`src/rtl/accel_smoother.sv`:
```
// Tilt-sample conditioner: registers raw X/Y, decimates on a prescaler tick,
// averages 2^LOG2_N samples per axis and snaps near-centre averages to CENTER.
module accel_smoother #(
    parameter int SAMPLE_DIV = 50000,
    parameter int LOG2_N     = 3,
    parameter int CENTER     = 256,
    parameter int DEADZONE   = 4
) (
    input  logic       clock,
    input  logic       anti_reset,
    input  logic [8:0] accel_x_raw,
    input  logic [8:0] accel_y_raw,
    input  logic       hold,
    output logic [8:0] accel_x_out,
    output logic [8:0] accel_y_out,
    output logic       out_valid,
    output logic       window_busy
);

    localparam int PW = $clog2(SAMPLE_DIV);
    localparam int AW = 9 + LOG2_N;
    localparam logic signed [10:0] CENTER_S = 11'(CENTER);
    localparam logic signed [10:0] DZ_S     = 11'(DEADZONE);

    typedef enum logic {ACCUM, HOLD} state_t;

    state_t            state_q, state_d;
    logic [PW-1:0]     presc_q, presc_d;
    logic [LOG2_N-1:0] cnt_q, cnt_d;
    logic [AW-1:0]     acc_x_q, acc_x_d, acc_y_q, acc_y_d;
    logic [AW-1:0]     sum_x, sum_y;
    logic [8:0]        x_in_q, y_in_q;
    logic [8:0]        x_out_q, x_out_d, y_out_q, y_out_d;
    logic              valid_q, valid_d;
    logic              tick;

    function automatic logic [8:0] snap(input logic [8:0] avg);
        logic signed [10:0] diff;
        diff = signed'({2'b00, avg}) - CENTER_S;
        if (diff <= DZ_S && diff >= -DZ_S) return 9'(CENTER);
        return avg;
    endfunction

    assign tick  = (state_q == ACCUM) && (presc_q == PW'(SAMPLE_DIV - 1));
    assign sum_x = acc_x_q + AW'(x_in_q);
    assign sum_y = acc_y_q + AW'(y_in_q);

    // NOTE: sequential state uses non-blocking assignments so every register
    // samples pre-edge values regardless of process ordering.
    always_ff @(posedge clock or negedge anti_reset) begin
        if (!anti_reset) state_q <= ACCUM;
        else             state_q <= state_d;
    end

    always_comb begin
        state_d = state_q;
        case (state_q)
            ACCUM:   if (hold)  state_d = HOLD;
            HOLD:    if (!hold) state_d = ACCUM;
            default: state_d = ACCUM;
        endcase
    end

    // NOTE: every signal gets a default first so no path infers a latch.
    always_comb begin
        presc_d = presc_q;
        cnt_d   = cnt_q;
        acc_x_d = acc_x_q;
        acc_y_d = acc_y_q;
        x_out_d = x_out_q;
        y_out_d = y_out_q;
        valid_d = 1'b0;
        if (state_q == HOLD || hold) begin
            // Entering or sitting in HOLD drops any partial window, even on a tick.
            presc_d = '0;
            cnt_d   = '0;
            acc_x_d = '0;
            acc_y_d = '0;
        end else begin
            presc_d = tick ? '0 : presc_q + 1'b1;
            if (tick) begin
                if (cnt_q == '1) begin
                    x_out_d = snap(sum_x[AW-1:LOG2_N]);
                    y_out_d = snap(sum_y[AW-1:LOG2_N]);
                    valid_d = 1'b1;
                    cnt_d   = '0;
                    acc_x_d = '0;
                    acc_y_d = '0;
                end else begin
                    acc_x_d = sum_x;
                    acc_y_d = sum_y;
                    cnt_d   = cnt_q + 1'b1;
                end
            end
        end
    end

    always_ff @(posedge clock or negedge anti_reset) begin
        if (!anti_reset) begin
            presc_q <= '0;
            cnt_q   <= '0;
            acc_x_q <= '0;
            acc_y_q <= '0;
            x_in_q  <= '0;
            y_in_q  <= '0;
            x_out_q <= 9'(CENTER);
            y_out_q <= 9'(CENTER);
            valid_q <= 1'b0;
        end else begin
            presc_q <= presc_d;
            cnt_q   <= cnt_d;
            acc_x_q <= acc_x_d;
            acc_y_q <= acc_y_d;
            x_in_q  <= accel_x_raw;
            y_in_q  <= accel_y_raw;
            x_out_q <= x_out_d;
            y_out_q <= y_out_d;
            valid_q <= valid_d;
        end
    end

    always_comb begin
        accel_x_out = x_out_q;
        accel_y_out = y_out_q;
        out_valid   = valid_q;
        window_busy = (cnt_q != '0);
    end

endmodule

```
`config.mk`:
```
export PLATFORM = sky130hd
export DESIGN_NAME = accel_smoother
export DESIGN_NICKNAME = d
export VERILOG_FILES = /design/src/rtl/accel_smoother.sv
export SDC_FILE = /design/constraint.sdc
export NUM_CORES = 1
export LEC_CHECK = 0
export ABC_AREA = 1
export CAP_MARGIN = 20
export CORE_MARGIN = 2
export CORE_UTILIZATION = 42
export DETAILED_ROUTE_END_ITERATION = 16
export HOLD_SLACK_MARGIN = 0.08
export SYNTH_ARGS = -nofsm -noshare
export SYNTH_HDL_FRONTEND = slang
export SYNTH_SLANG_ARGS = --single-unit
```
`constraint.sdc`:
```
create_clock -name clock -period 3.1 [get_ports clock]
set_input_delay 0.31 -clock clock [delete_from_list [all_inputs] [get_ports clock]]
set_output_delay 0.31 -clock clock [all_outputs]
set_load 0.02 [all_outputs]
```
==> impl_metrics.json <==
{
  "maxCapViolCount": 0,
  "first_global_vias": 3834,
  "cts_setup_buffers": 0,
  "fin_ws_ps": 692.2,
  "postRouteWirelength_mm": 10.42,
  "grt_setup_unrepaired": "no",
  "irDropWorstVdd_uv": 403.3,
  "drt_first_pass_iters": 5,
  "wl_per_cell_um": 12.72,
  "synth_top_area_share": 0.4289,
  "cp.arrival_ps": 2670,
  "drv_slew": 0,
  "p_seq_frac": 0.521,
  "io_pins": 41,
  "placed_cells": 801,
  "synth_compound_area_frac": 0.06406,
  "synth_top_family_by_area": "simple AND/OR/NAND/NOR gates",
  "syn_nets": 672,
  "synth_area_um2": 4609,
  "synth.mux.area_fraction": 0,
  "crit_required_ps": 3360,
  "crit_type": "reg2reg",
  "clk_pin_slew_worst_paths_ps": 80,
  "track_usage": 0.1929,
  "synthAdderAreaFrac": 0.06840,
  "grt-ovfl-total": 0,
  "p_leak_nw": 2.788,
  "synthTopCellsByCount": "nand2_1 (238), dfrtp_1 (79), inv_1 (77)",
  "synth-seq-cells": 81,
  "cts_buffers": 9,
  "synth_edf_count": 0,
  "maxSlewHeadroom": 0.5497,
  "antenna_found_initial": 0,
  "core_um2": 10790,
  "final_cell_count_no_fill": 819,
  "clock_latency_ps": 370,
  "grt_max_degree": 82,
  "drt_iter0_drc": 183,
  "final.min_clock_period_ps": 2408,
  "yosys_warnings": 0,
  "synth.avg_cell_area_um2": 7.352,
  "die_area_um2": 11830,
  "synth_top_area_cell": "dfrtp_1",
  "start_util": 0.4271,
  "drc": 0,
  "die_x_um": 108.8,
  "seq_area_frac_synth": 0.4403,
  "ys_async_sr_fraction": 1.000,
  "synth_cell_types": 31,
  "seq_area_um2": 2029,
  "worstSetupEndpointType": "flop",
  "swShare": 0.2350,
  "netlist_instances": 627,
  "gp_congestion": 0.9565,
  "worst-path-max-fanout": 5,
  "hold_path_class": "in2reg",
  "h-tree-depth": 3,
  "pre_cts_ws_ps": 726.8,
  "synthToLayoutAreaGrowth_pct": 17.24,
  "path_buf_inv": 0,
  "cts_sinks": 81,
  "critPathTopFamily": "simple AND/OR/NAND/NOR gates",
  "fmax_mhz": 415.3,
  "root_buffer": "clkbuf_8",
  "clock_path_buffers": 2,
  "path_cells": "ha_1 -> fa_1 -> nand2_1 -> nand2_1 -> nand3_1 -> nand2_1 -> nand2_1 -> nand2_1 -> nor2_1 -> nand2_1 -> o21ai_2 -> nand2_1 -> nand2_1 -> nand2_1",
  "final_antenna_net_count": 0,
  "critical_path.startpoint_type": "flop",
  "crit_slowest_cell": "fa_1",
  "switching_power_uw": 485.6,
  "synth_xor_area_frac": 0.009501,
  "final_nets": 719,
  "hold_violations": 0,
  "fin_setup_tns_ps": 0,
  "clkPwrFrac": 0.411,
  "grt_pass1_wl_mm": 17.66,
  "post-dp-hpwl_mm": 7.751,
  "num_vias": 4021,
  "finalCritPeriodShare": 0.7767,
  "synth_simple_gate_area_frac": 0.3417,
  "drive_gt1_frac": 0.05302,
  "finalSetupViolCount": 0,
  "fp.dieH_um": 108.8,
  "cts_tree": "yes",
  "multiInputGateArea_um2": 2230,
  "std_cell_rows": 38,
  "fin_worst_skew_ps": 13.25,
  "yosysMostFrequentCell": "nand2_1",
  "internal_power_mw": 1.581,
  "nFillCells": 1072,
  "p_comb_frac": 0.068,
  "cts_resized": 0,
  "status": "finished clean",
  "p_per_area_nw_per_um2": 382.5,
  "vias_per_cell": 4.910,
  "synthFlopType": "dfrtp_1",
  "synth_area_leaders": "dfrtp_1 (43%), nand2_1 (19%), inv_1 (6.3%), ha_1 (6.0%), nand3_1 (5.0%)",
  "portBuffers": 40,
  "cp_common_cell": "nand2_1",
  "max_stage_delay_ps": 450,
  "antenna_cells": 0,
  "tightestPinTransition_ps": 669.8
}
## through the flow
stage | utilization | area [µm²] | total power, mW | hold WS, ps
3_3_place_gp | 0.4769 | 5147 | 1.234 | 444.3
2_1_floorplan | - | 4609 | 1.164 | 14.41
6_report | 0.5007 | 5404 | 2.067 | 379.1
3_5_place_dp | 0.4769 | 5147 | 1.235 | 461.8
5_1_grt | 0.5007 | 5404 | 2.175 | 349.1
4_1_cts | 0.4972 | 5366 | 2.096 | 153.4
## cell usage in the layout, fill, tap and decap left out, types with 2 or more instances in the layout
| cell type | Yosys | routed |
|---|---|---|
| a21boi_0 | 2 | 2 |
| a21oi_1 | 12 | 12 |
| a31oi_1 | 5 | 5 |
| buf_4 | 0 | 4 |
| bufinv_16 | 0 | 2 |
| clkbuf_8 | 0 | 9 |
| clkdlybuf4s50_1 | 0 | 39 |
| clkinv_4 | 0 | 2 |
| dfrtp_1 | 79 | 79 |
| dfstp_2 | 2 | 2 |
| fa_1 | 2 | 2 |
| ha_1 | 22 | 22 |
| inv_1 | 77 | 77 |
| nand2_1 | 238 | 238 |
| nand2_2 | 3 | 3 |
| nand3_1 | 46 | 46 |
| nand3b_1 | 2 | 2 |
| nand4_1 | 12 | 12 |
| nor2_1 | 59 | 59 |
| nor2_2 | 4 | 4 |
| nor3_1 | 8 | 8 |
| nor4_1 | 2 | 2 |
| nor4_2 | 2 | 2 |
| o21a_1 | 2 | 2 |
| o21ai_0 | 17 | 17 |
| o21ai_1 | 5 | 5 |
| o21ai_2 | 2 | 2 |
| o22ai_1 | 6 | 6 |
| xnor2_1 | 2 | 2 |
| xor2_1 | 3 | 3 |
## per-layer routing
layer,vias up,share of wire,global-route usage,routed length (µm)
li1,2088,-,-,-
met1,1850,0.46,0.2404,4843
met2,67,0.47,0.3112,4923
met3,16,0.039,0.06276,410
met4,0,0.023,0.07509,238
met5,-,0,0,0
## flip-flops by register name (all words and copies together) (netlist names)
name / count
presc_q: 16
acc_x_q: 12
acc_y_q: 12
accel_x_out: 9
accel_y_out: 9
x_in_q: 9
y_in_q: 9
cnt_q: 3
out_valid: 1
state_q: 1
## power by group through the flow
stage          Sequential (mW)  Clock, mW  Combinational (mW)
6_report                  1.08      0.850               0.141
5_1_grt                   1.08      0.936               0.161
4_1_cts                   1.08      0.882               0.138
3_5_place_dp              1.10          0               0.137
3_3_place_gp              1.10          0               0.137
2_1_floorplan             1.10          0              0.0685
## worst register-to-register path, cell delays in order, from the launching register on
cell     delay (ps)
dfrtp_1         400
ha_1            250
fa_1            450
nand2_1          90
nand2_1         100
nand3_1         160
nand2_1          90
nand2_1          70
nand2_1         100
nor2_1          110
nand2_1          80
o21ai_2         140
nand2_1         130
nand2_1          90
nand2_1          50
## worst paths after layout
| check | end | slack, ps | cells after the start | start |
|---|---|---|---|---|
| setup / recovery | accel_y_out[0] | 690 | 14 | acc_y_q[0] |
| hold / removal | x_in_q[8] | 380 | 1 | accel_x_raw[8] |
| setup reg to reg | accel_y_out[0] | 690 | 14 | acc_y_q[0] |
| max in group asynchronous | acc_y_q[2] | 2070 | 3 | anti_reset |
| min in group asynchronous | accel_x_out[1] | 430 | 2 | anti_reset |
| hold reg to reg | presc_q[0] | 470 | 1 | presc_q[0] |
## kinds of logic after synthesis
group | after synthesis
AO/OA/AOI/OAI | 52
adder cells (fa/ha/maj) | 24
AND/OR/NAND/NOR | 378
flip-flops | 81
buffers and inverters | 87
XOR/XNOR | 5
## timing repair
item,CTS,global route
endpoints found under the setup margin,0,0
hold endpoints to repair,0,31
hold buffers,0,1
## cell type report
class	instances	share of cell area
repair buffers	45	0.08474
well taps	140	0.03241
flip-flops and latches	81	0.3756
clock inverters	6	0.01690
clock buffers	10	0.02362
multi-input cells	459	0.4126
inverters	78	0.05418
(Power assumes the default switching activity.)
